**src/rtl/d16_uart_if.sv**
```systemverilog
// Data-bus bundle between the d16 core (master) and a memory-mapped peripheral (slave).
// Read data is combinational from the slave within the same cycle.
interface d16_uart_if;
    logic [15:0] wb_addr;
    logic        wb_cyc;
    logic        wb_we;
    logic [15:0] wb_dat_w;
    logic [15:0] wb_dat_r;

    modport master (output wb_addr, output wb_cyc, output wb_we, output wb_dat_w, input  wb_dat_r);
    modport slave  (input  wb_addr, input  wb_cyc, input  wb_we, input  wb_dat_w, output wb_dat_r);
endinterface

```
**src/rtl/d16_uart.sv**
```systemverilog
// d16_uart: memory-mapped 8N1 UART with TX/RX byte FIFOs, programmable divisor and a level IRQ.
// Four-word window: +0 DATA, +1 STATUS, +2 DIV, +3 CTRL.
module d16_uart_fifo #(
    parameter int DEPTH = 4
) (
    input  logic       i_clk,
    input  logic       i_reset,
    input  logic       i_push,
    input  logic [7:0] i_din,
    input  logic       i_pop,
    output logic [7:0] o_dout,
    output logic       o_empty,
    output logic       o_full
);
    localparam int AW = $clog2(DEPTH);
    localparam logic [AW-1:0] PTR_ONE  = AW'(1'b1);
    localparam logic [AW:0]   CNT_ONE  = (AW+1)'(1'b1);
    localparam logic [AW:0]   CNT_FULL = (AW+1)'(DEPTH);

    logic [7:0]    mem_r [DEPTH];
    logic [AW-1:0] wr_ptr_r, rd_ptr_r;
    logic [AW:0]   count_r;
    logic          do_push_s, do_pop_s;

    assign o_empty   = (count_r == {(AW+1){1'b0}});
    assign o_full    = (count_r == CNT_FULL);
    assign do_pop_s  = i_pop && !o_empty;
    assign do_push_s = i_push && (!o_full || do_pop_s);
    assign o_dout    = mem_r[rd_ptr_r];

    // storage array, written on an accepted push
    always_ff @(posedge i_clk) begin
        if (do_push_s) begin
            mem_r[wr_ptr_r] <= i_din;
        end
    end

    // pointers wrap naturally because the depth is a power of two
    always_ff @(posedge i_clk) begin
        if (i_reset) begin
            wr_ptr_r <= {AW{1'b0}};
            rd_ptr_r <= {AW{1'b0}};
            count_r  <= {(AW+1){1'b0}};
        end else begin
            if (do_push_s) wr_ptr_r <= wr_ptr_r + PTR_ONE;
            if (do_pop_s)  rd_ptr_r <= rd_ptr_r + PTR_ONE;
            case ({do_push_s, do_pop_s})
                2'b10:   count_r <= count_r + CNT_ONE;
                2'b01:   count_r <= count_r - CNT_ONE;
                default: count_r <= count_r;
            endcase
        end
    end
endmodule

module d16_uart #(
    parameter logic [15:0] BASE       = 16'hFF00,
    parameter logic [15:0] DIV_RESET  = 16'd103,
    parameter int          FIFO_DEPTH = 4
) (
    input  logic          i_clk,
    input  logic          i_reset,
    d16_uart_if.slave     bus,
    input  logic          i_rx,
    output logic          o_tx,
    output logic          o_int
);
    typedef enum logic [1:0] {TIDLE, TSTART, TDATA, TSTOP} tx_state_t;
    typedef enum logic [2:0] {RIDLE, RSTART, RDATA, RSTOP, RBREAK} rx_state_t;

    logic        hit_s, rd_s, wr_s, stat_rd_s;
    logic [1:0]  reg_s;
    logic [15:0] div_r, div_eff_s, rdata_s;
    logic [1:0]  ctrl_r;
    logic        ovr_r, fe_r, int_r, ovr_set_s, tx_idle_s;
    logic [7:0]  tx_head_s, rx_head_s;
    logic        tx_empty_s, tx_full_s, rx_empty_s, rx_full_s;

    tx_state_t   tx_state_r, tx_next_s;
    logic [15:0] tx_cnt_r;
    logic [2:0]  tx_bit_r;
    logic [7:0]  tx_shift_r;
    logic        tx_r, tx_pop_s, tx_expire_s;

    rx_state_t   rx_state_r, rx_next_s;
    logic [15:0] rx_cnt_r;
    logic [2:0]  rx_bit_r;
    logic [7:0]  rx_shift_r;
    logic        rx_meta_r, rx_sync_r, rx_push_s, rx_pop_s, fe_set_s, rx_expire_s;

    assign hit_s     = bus.wb_cyc && (bus.wb_addr[15:2] == BASE[15:2]);
    assign rd_s      = hit_s && !bus.wb_we;
    assign wr_s      = hit_s && bus.wb_we;
    assign reg_s     = bus.wb_addr[1:0];
    assign stat_rd_s = rd_s && (reg_s == 2'd1);
    assign div_eff_s = (div_r < 16'd2) ? 16'd2 : div_r;
    assign tx_idle_s = tx_empty_s && (tx_state_r == TIDLE);
    assign rx_pop_s  = rd_s && (reg_s == 2'd0) && !rx_empty_s;
    assign ovr_set_s = rx_push_s && rx_full_s && !rx_pop_s;
    assign o_tx      = tx_r;
    assign o_int     = int_r;
    assign bus.wb_dat_r = rdata_s;

    d16_uart_fifo #(.DEPTH(FIFO_DEPTH)) u_tx_fifo (
        .i_clk(i_clk), .i_reset(i_reset),
        .i_push(wr_s && (reg_s == 2'd0)), .i_din(bus.wb_dat_w[7:0]), .i_pop(tx_pop_s),
        .o_dout(tx_head_s), .o_empty(tx_empty_s), .o_full(tx_full_s)
    );

    d16_uart_fifo #(.DEPTH(FIFO_DEPTH)) u_rx_fifo (
        .i_clk(i_clk), .i_reset(i_reset),
        .i_push(rx_push_s), .i_din(rx_shift_r), .i_pop(rx_pop_s),
        .o_dout(rx_head_s), .o_empty(rx_empty_s), .o_full(rx_full_s)
    );

    // combinational register read mux; zero outside the window
    always_comb begin
        rdata_s = 16'd0;
        if (rd_s) begin
            case (reg_s)
                2'd0:    rdata_s = rx_empty_s ? 16'd0 : {8'd0, rx_head_s};
                2'd1:    rdata_s = {11'd0, fe_r, ovr_r, tx_idle_s, tx_full_s, !rx_empty_s};
                2'd2:    rdata_s = div_r;
                2'd3:    rdata_s = {14'd0, ctrl_r};
                default: rdata_s = 16'd0;
            endcase
        end else begin
            rdata_s = 16'd0;
        end
    end

    // control registers, sticky error flags and the interrupt line
    always_ff @(posedge i_clk) begin
        if (i_reset) begin
            div_r  <= DIV_RESET;
            ctrl_r <= 2'b00;
            ovr_r  <= 1'b0;
            fe_r   <= 1'b0;
            int_r  <= 1'b0;
        end else begin
            if (wr_s && (reg_s == 2'd2)) div_r  <= bus.wb_dat_w;
            if (wr_s && (reg_s == 2'd3)) ctrl_r <= bus.wb_dat_w[1:0];
            ovr_r <= ovr_set_s ? 1'b1 : (stat_rd_s ? 1'b0 : ovr_r);
            fe_r  <= fe_set_s  ? 1'b1 : (stat_rd_s ? 1'b0 : fe_r);
            int_r <= (ctrl_r[0] && !rx_empty_s) || (ctrl_r[1] && tx_idle_s);
        end
    end

    // TX next-state: a pop at TIDLE or end of TSTOP starts the next frame with no gap
    always_comb begin
        tx_next_s   = tx_state_r;
        tx_pop_s    = 1'b0;
        tx_expire_s = (tx_cnt_r == 16'd0);
        case (tx_state_r)
            TIDLE: begin
                if (!tx_empty_s) begin
                    tx_pop_s  = 1'b1;
                    tx_next_s = TSTART;
                end else begin
                    tx_next_s = TIDLE;
                end
            end
            TSTART: begin
                if (tx_expire_s) tx_next_s = TDATA;
                else             tx_next_s = TSTART;
            end
            TDATA: begin
                if (tx_expire_s && (tx_bit_r == 3'd7)) tx_next_s = TSTOP;
                else                                   tx_next_s = TDATA;
            end
            TSTOP: begin
                if (tx_expire_s && !tx_empty_s) begin
                    tx_pop_s  = 1'b1;
                    tx_next_s = TSTART;
                end else if (tx_expire_s) begin
                    tx_next_s = TIDLE;
                end else begin
                    tx_next_s = TSTOP;
                end
            end
            default: tx_next_s = TIDLE;
        endcase
    end

    // TX datapath; the divisor is only sampled on a counter reload
    always_ff @(posedge i_clk) begin
        if (i_reset) begin
            tx_state_r <= TIDLE;
            tx_cnt_r   <= 16'd0;
            tx_bit_r   <= 3'd0;
            tx_shift_r <= 8'd0;
            tx_r       <= 1'b1;
        end else begin
            tx_state_r <= tx_next_s;
            if (tx_pop_s) begin
                tx_shift_r <= tx_head_s;
                tx_cnt_r   <= div_eff_s;
                tx_bit_r   <= 3'd0;
                tx_r       <= 1'b0;
            end else if (tx_state_r == TIDLE) begin
                tx_r <= 1'b1;
            end else if (tx_expire_s) begin
                tx_cnt_r <= div_eff_s;
                case (tx_state_r)
                    TSTART: tx_r <= tx_shift_r[0];
                    TDATA: begin
                        if (tx_bit_r == 3'd7) begin
                            tx_r <= 1'b1;
                        end else begin
                            tx_shift_r <= {1'b0, tx_shift_r[7:1]};
                            tx_r       <= tx_shift_r[1];
                            tx_bit_r   <= tx_bit_r + 3'd1;
                        end
                    end
                    default: tx_r <= 1'b1;
                endcase
            end else begin
                tx_cnt_r <= tx_cnt_r - 16'd1;
            end
        end
    end

    // RX next-state; RBREAK holds off after a framing error until the line returns high
    always_comb begin
        rx_next_s   = rx_state_r;
        rx_push_s   = 1'b0;
        fe_set_s    = 1'b0;
        rx_expire_s = (rx_cnt_r == 16'd0);
        case (rx_state_r)
            RIDLE: begin
                if (!rx_sync_r) rx_next_s = RSTART;
                else            rx_next_s = RIDLE;
            end
            RSTART: begin
                if (rx_expire_s) rx_next_s = rx_sync_r ? RIDLE : RDATA;
                else             rx_next_s = RSTART;
            end
            RDATA: begin
                if (rx_expire_s && (rx_bit_r == 3'd7)) rx_next_s = RSTOP;
                else                                   rx_next_s = RDATA;
            end
            RSTOP: begin
                if (rx_expire_s && rx_sync_r) begin
                    rx_push_s = 1'b1;
                    rx_next_s = RIDLE;
                end else if (rx_expire_s) begin
                    fe_set_s  = 1'b1;
                    rx_next_s = RBREAK;
                end else begin
                    rx_next_s = RSTOP;
                end
            end
            RBREAK: begin
                if (rx_sync_r) rx_next_s = RIDLE;
                else           rx_next_s = RBREAK;
            end
            default: rx_next_s = RIDLE;
        endcase
    end

    // RX synchroniser, half-bit start qualification and LSB-first shift-in
    always_ff @(posedge i_clk) begin
        if (i_reset) begin
            rx_meta_r  <= 1'b1;
            rx_sync_r  <= 1'b1;
            rx_state_r <= RIDLE;
            rx_cnt_r   <= 16'd0;
            rx_bit_r   <= 3'd0;
            rx_shift_r <= 8'd0;
        end else begin
            rx_meta_r  <= i_rx;
            rx_sync_r  <= rx_meta_r;
            rx_state_r <= rx_next_s;
            case (rx_state_r)
                RIDLE: begin
                    rx_cnt_r <= {1'b0, div_eff_s[15:1]};
                    rx_bit_r <= 3'd0;
                end
                RSTART, RSTOP: begin
                    rx_cnt_r <= rx_expire_s ? div_eff_s : (rx_cnt_r - 16'd1);
                end
                RDATA: begin
                    if (rx_expire_s) begin
                        rx_cnt_r   <= div_eff_s;
                        rx_shift_r <= {rx_sync_r, rx_shift_r[7:1]};
                        rx_bit_r   <= rx_bit_r + 3'd1;
                    end else begin
                        rx_cnt_r <= rx_cnt_r - 16'd1;
                    end
                end
                default: rx_cnt_r <= rx_cnt_r;
            endcase
        end
    end
endmodule
```
**src/flat_wrapper.sv**
```systemverilog
// flat-port wrapper written by rule: the top's interface ports become plain ports
module d16_uart_flat 
#(
    parameter logic [15:0] BASE       = 16'hFF00,
    parameter logic [15:0] DIV_RESET  = 16'd103,
    parameter int          FIFO_DEPTH = 4
)
  (i_clk, i_reset, i_rx, o_tx, o_int, bus_wb_addr, bus_wb_cyc, bus_wb_we, bus_wb_dat_w, bus_wb_dat_r);
  d16_uart_if bus_i ();
  input  logic i_clk;
  input  logic i_reset;
  input  logic i_rx;
  output logic o_tx;
  output logic o_int;
  input wire logic [$bits(bus_i.wb_addr)-1:0] bus_wb_addr;
  input wire logic [$bits(bus_i.wb_cyc)-1:0] bus_wb_cyc;
  input wire logic [$bits(bus_i.wb_we)-1:0] bus_wb_we;
  input wire logic [$bits(bus_i.wb_dat_w)-1:0] bus_wb_dat_w;
  output wire logic [$bits(bus_i.wb_dat_r)-1:0] bus_wb_dat_r;
  assign bus_i.wb_addr = bus_wb_addr;
  assign bus_i.wb_cyc = bus_wb_cyc;
  assign bus_i.wb_we = bus_wb_we;
  assign bus_i.wb_dat_w = bus_wb_dat_w;
  assign bus_wb_dat_r = bus_i.wb_dat_r;
  d16_uart #(.BASE(BASE), .DIV_RESET(DIV_RESET), .FIFO_DEPTH(FIFO_DEPTH)) u_core (.i_clk(i_clk), .i_reset(i_reset), .bus(bus_i), .i_rx(i_rx), .o_tx(o_tx), .o_int(o_int));
endmodule
```
**config.mk**
```make
export PLATFORM = sky130hd
export DESIGN_NAME = d16_uart_flat
export DESIGN_NICKNAME = d
export VERILOG_FILES = /design/src/rtl/d16_uart_if.sv /design/src/rtl/d16_uart.sv /design/src/flat_wrapper.sv
export SDC_FILE = /design/constraint.sdc
export NUM_CORES = 1
export LEC_CHECK = 0
export ABC_AREA = 1
export CAP_MARGIN = 20
export CELL_PAD_IN_SITES_DETAIL_PLACEMENT = 1
export CELL_PAD_IN_SITES_GLOBAL_PLACEMENT = 2
export CORE_UTILIZATION = 39
export CTS_BUF_LIST = sky130_fd_sc_hd__clkbuf_4 sky130_fd_sc_hd__clkbuf_8 sky130_fd_sc_hd__clkbuf_16
export CTS_CLUSTER_SIZE = 24
export DETAILED_ROUTE_END_ITERATION = 8
export GPL_ROUTABILITY_DRIVEN = 0
export PLACE_DENSITY_LB_ADDON = 0.05
export SLEW_MARGIN = 40
export SYNTH_ARGS = -nofsm -noshare
export SYNTH_HDL_FRONTEND = slang
export SYNTH_SLANG_ARGS = --single-unit
```
**constraint.sdc**
```tcl
create_clock -name i_clk -period 3.7 [get_ports i_clk]
set_input_delay 0.555 -clock i_clk [delete_from_list [all_inputs] [get_ports i_clk]]
set_output_delay 0.555 -clock i_clk [all_outputs]
set_load 0.01 [all_outputs]
```
==> flow_metrics.env <==
export IMPL_outcome="completed"
export IMPL_synth_top_area_share_pct=23.9
export IMPL_die_h_um=149
export IMPL_via_per_inst=5.08
export IMPL_n_antenna_cell=0
export IMPL_netlist_instances=1058
export IMPL_numCtsBuffers=17
export IMPL_slew_headroom_pct=48.6
export IMPL_drv_cap=0
export IMPL_fp_row_count=53
export IMPL_fin_tns_setup_ns=0
export IMPL_cpMaxStageDelayCell="clkdlybuf4s50_1"
export IMPL_grtUsageTotal_pct=22.6
export IMPL_total_power_mw=6.13
export IMPL_worst_path_max_fanout=6
export IMPL_syn2layout_area_growth_pct=16.2
export IMPL_finalCritPeriodShare_pct=89.7
export IMPL_synth_area_um2=8470
export IMPL_grt_first_pass_wirelength_mm=38.8
export IMPL_vias=7113
export IMPL_seq_area_um2=3940
export IMPL_cp_start_kind="input port"
export IMPL_synth_fp_nets=1117
export IMPL_totalWireLength_mm=23.8
export IMPL_cts_root_buffer="clkbuf_16"
export IMPL_worstPathCellList="clkdlybuf4s50_1, nand4_1, nor2_2, nand3_1, inv_1, nand2_1, o21ai_0, clkdlybuf4s50_1"
export IMPL_first_iter_violations=275
export IMPL_setup_viol=0
export IMPL_ys_seq_elements=165
export IMPL_crit_top_cell="clkdlybuf4s50_1"
export IMPL_synth_most_common_cell="nand2_1"
export IMPL_clkTransAtPathRegs_ns=0.06
export IMPL_remaining_drc_errors=0
export IMPL_dieArea_um2=22300
export IMPL_hold_path_class="register to register"
export IMPL_design_core_area_um2=21200
export IMPL_clock_latency_ns=0.43
export IMPL_multi_input_area_um2=3830
export IMPL_final_nets=1170
export IMPL_finalHoldViolCount=0
export IMPL_portBuffers=54
export IMPL_cts_setup_buffers=0
export IMPL_ioPinCount=55
export IMPL_start_util_pct=40.1
export IMPL_cts_resized=0
export IMPL_vdd_drop_max_uv=308
export IMPL_critPathCaptureType="output pin"
export IMPL_firstDrtPassIters=4
export IMPL_antenna_found_initial=0
export IMPL_cts_hold_buf=0
export IMPL_numClockSinks=165
export IMPL_power_density_nw_per_um2=623
export IMPL_n_fill_cell=2539
export IMPL_synth_avg_cell_area_um2=8.01
export IMPL_layout_drive_gt1_share_pct=8.90
export IMPL_yosysSeqAreaShare_pct=46.5
export IMPL_synth_edff_count=64
export IMPL_cts_tree="done"
export IMPL_die_x_um=149
export IMPL_critPathMaxStageDelay_ns=0.60
export IMPL_drt_wirelength_per_cell_um=17.0
export IMPL_worst_setup_path_type="input port to output pin"
export IMPL_max_freq_mhz=301
export IMPL_ys_warn_count=0
export IMPL_htreeDepth=4
export IMPL_grt_max_degree=50
export IMPL_postRouteAntennaNets=0
export IMPL_worst_pin_slew_ns=0.770
export IMPL_synth_top_area_cell="dfxtp_1"
export IMPL_first_global_vias=7269
export IMPL_synth_area_leaders="dfxtp_1 (24%), edfxtp_1 (23%), nand2_1 (7.6%), nor2_1 (7.2%), inv_1 (5.5%)"
export IMPL_ys_async_sr_fraction_pct=0
export IMPL_leakagePower_nw=4.03
export IMPL_place_hpwl_mm=17.2
export IMPL_required_ns=3.14
export IMPL_cts_buffer_depth=2
export IMPL_ys_flop_type="dfxtp_1"
export IMPL_synthTopCellsByCount="nand2_1 (172), nor2_1 (162), inv_1 (125), dfxtp_1 (101), o21ai_0 (90)"
export IMPL_cp_arrival_ns=2.76
export IMPL_period_minus_slack_ns=3.32
export IMPL_grt_ovfl_total=0
export IMPL_skew_ns=0.0130
export IMPL_ys_types=52
export IMPL_rsz0062_at_grt="no"
export IMPL_maxSlewViolCount=0
-- metrics by stage --
step	worst slack, ns	util, %	cell area [um^2]	cells	hold slack (ns)
2_1_floorplan	1.48	-	8470	1058	0.389
5_1_grt	0.188	46.5	9850	1399	0.438
3_3_place_gp	0.411	43.7	9250	1367	0.397
3_5_place_dp	0.373	43.7	9250	1367	0.403
4_1_cts	0.368	46.5	9850	1399	0.431
6_report	0.381	46.5	9850	1399	0.425
-- path summary, 6_finish.rpt --
check / start / endpoint / slack [ns] / depth (start not counted)
setup / recovery: bus_wb_addr[10] / bus_wb_dat_r[7] / 0.38 / 8
hold / removal: u_core.rx_meta_r / u_core.rx_sync_r / 0.42 / 1
setup reg to reg: u_core.tx_state_r[0] / u_core.u_tx_fifo.count_r[2] / 0.95 / 10
hold reg to reg: u_core.rx_meta_r / u_core.rx_sync_r / 0.42 / 1
-- power breakdown --
group	internal [mW]	switching (mW)	leakage, nW
Clock	1.02	0.812	0.282
Sequential	2.05	0.149	1.46
Combinational	0.717	1.38	2.29
-- critical path, delay by kind of cell --
family	cells	cell delay [ns]
AND/OR/NAND/NOR	4	0.65
buffers and inverters	3	1.28
AO/OA/AOI/OAI	1	0.27
-- flip-flops by register name (all words and copies together) (netlist names), 2 cells and up, named ones only --
name / count
u_core.rx_bit_r: 3
u_core.u_rx_fifo.rd_ptr_r: 2
u_core.tx_cnt_r: 16
u_core.u_tx_fifo.mem_r: 32
u_core.u_tx_fifo.wr_ptr_r: 2
u_core.u_rx_fifo.mem_r: 32
u_core.rx_cnt_r: 16
u_core.tx_shift_r: 8
u_core.tx_state_r: 2
u_core.u_tx_fifo.count_r: 3
u_core.div_r: 16
u_core.u_rx_fifo.count_r: 3
u_core.rx_state_r: 3
u_core.ctrl_r: 2
u_core.u_tx_fifo.rd_ptr_r: 2
u_core.rx_shift_r: 8
u_core.u_rx_fifo.wr_ptr_r: 2
u_core.tx_bit_r: 3
-- placed cells by master, fill, tap and decap left out, types with 9 or more instances in the layout --
| cell type | instances |
|---|---|
| o21ai_0 | 90 |
| buf_4 | 12 |
| edfxtp_1 | 64 |
| nor2_2 | 9 |
| xor2_1 | 10 |
| nand3_1 | 53 |
| nor2_1 | 162 |
| o22ai_1 | 10 |
| ha_1 | 20 |
| o211ai_1 | 9 |
| a211oi_1 | 14 |
| inv_1 | 125 |
| nand4_1 | 11 |
| clkdlybuf4s50_1 | 53 |
| nand2_1 | 172 |
| nor3_1 | 17 |
| dfxtp_1 | 101 |
| clkbuf_16 | 17 |
| a21oi_1 | 71 |
-- logic make-up after synthesis --
family	count (synthesis)	share of synthesized area, %
AOI/OAI and AO/OA	230	15.7
DFF	165	46.5
xor gates and xnor gates	15	1.55
adders and majority gates	22	3.43
buffers and inverters	166	8.30
and+or+nand+nor	460	24.4
-- area by class of cell --
type,count,area share (%)
inverter,134,5.15
timing repair buffer,66,6.35
clock buffer,18,4.40
sequential,165,40.1
clock inverter,14,1.68
tap,275,3.49
multi-input combinational,727,38.9
-- per-layer routing --
metal / wire, um / global-route usage [%]
met5: 0 / 0
met4: 182 / 4.90
met3: 411 / 3.54
met2: 11700 / 39.1
met1: 11500 / 29.6
Power figures use the tool's default switching activity.
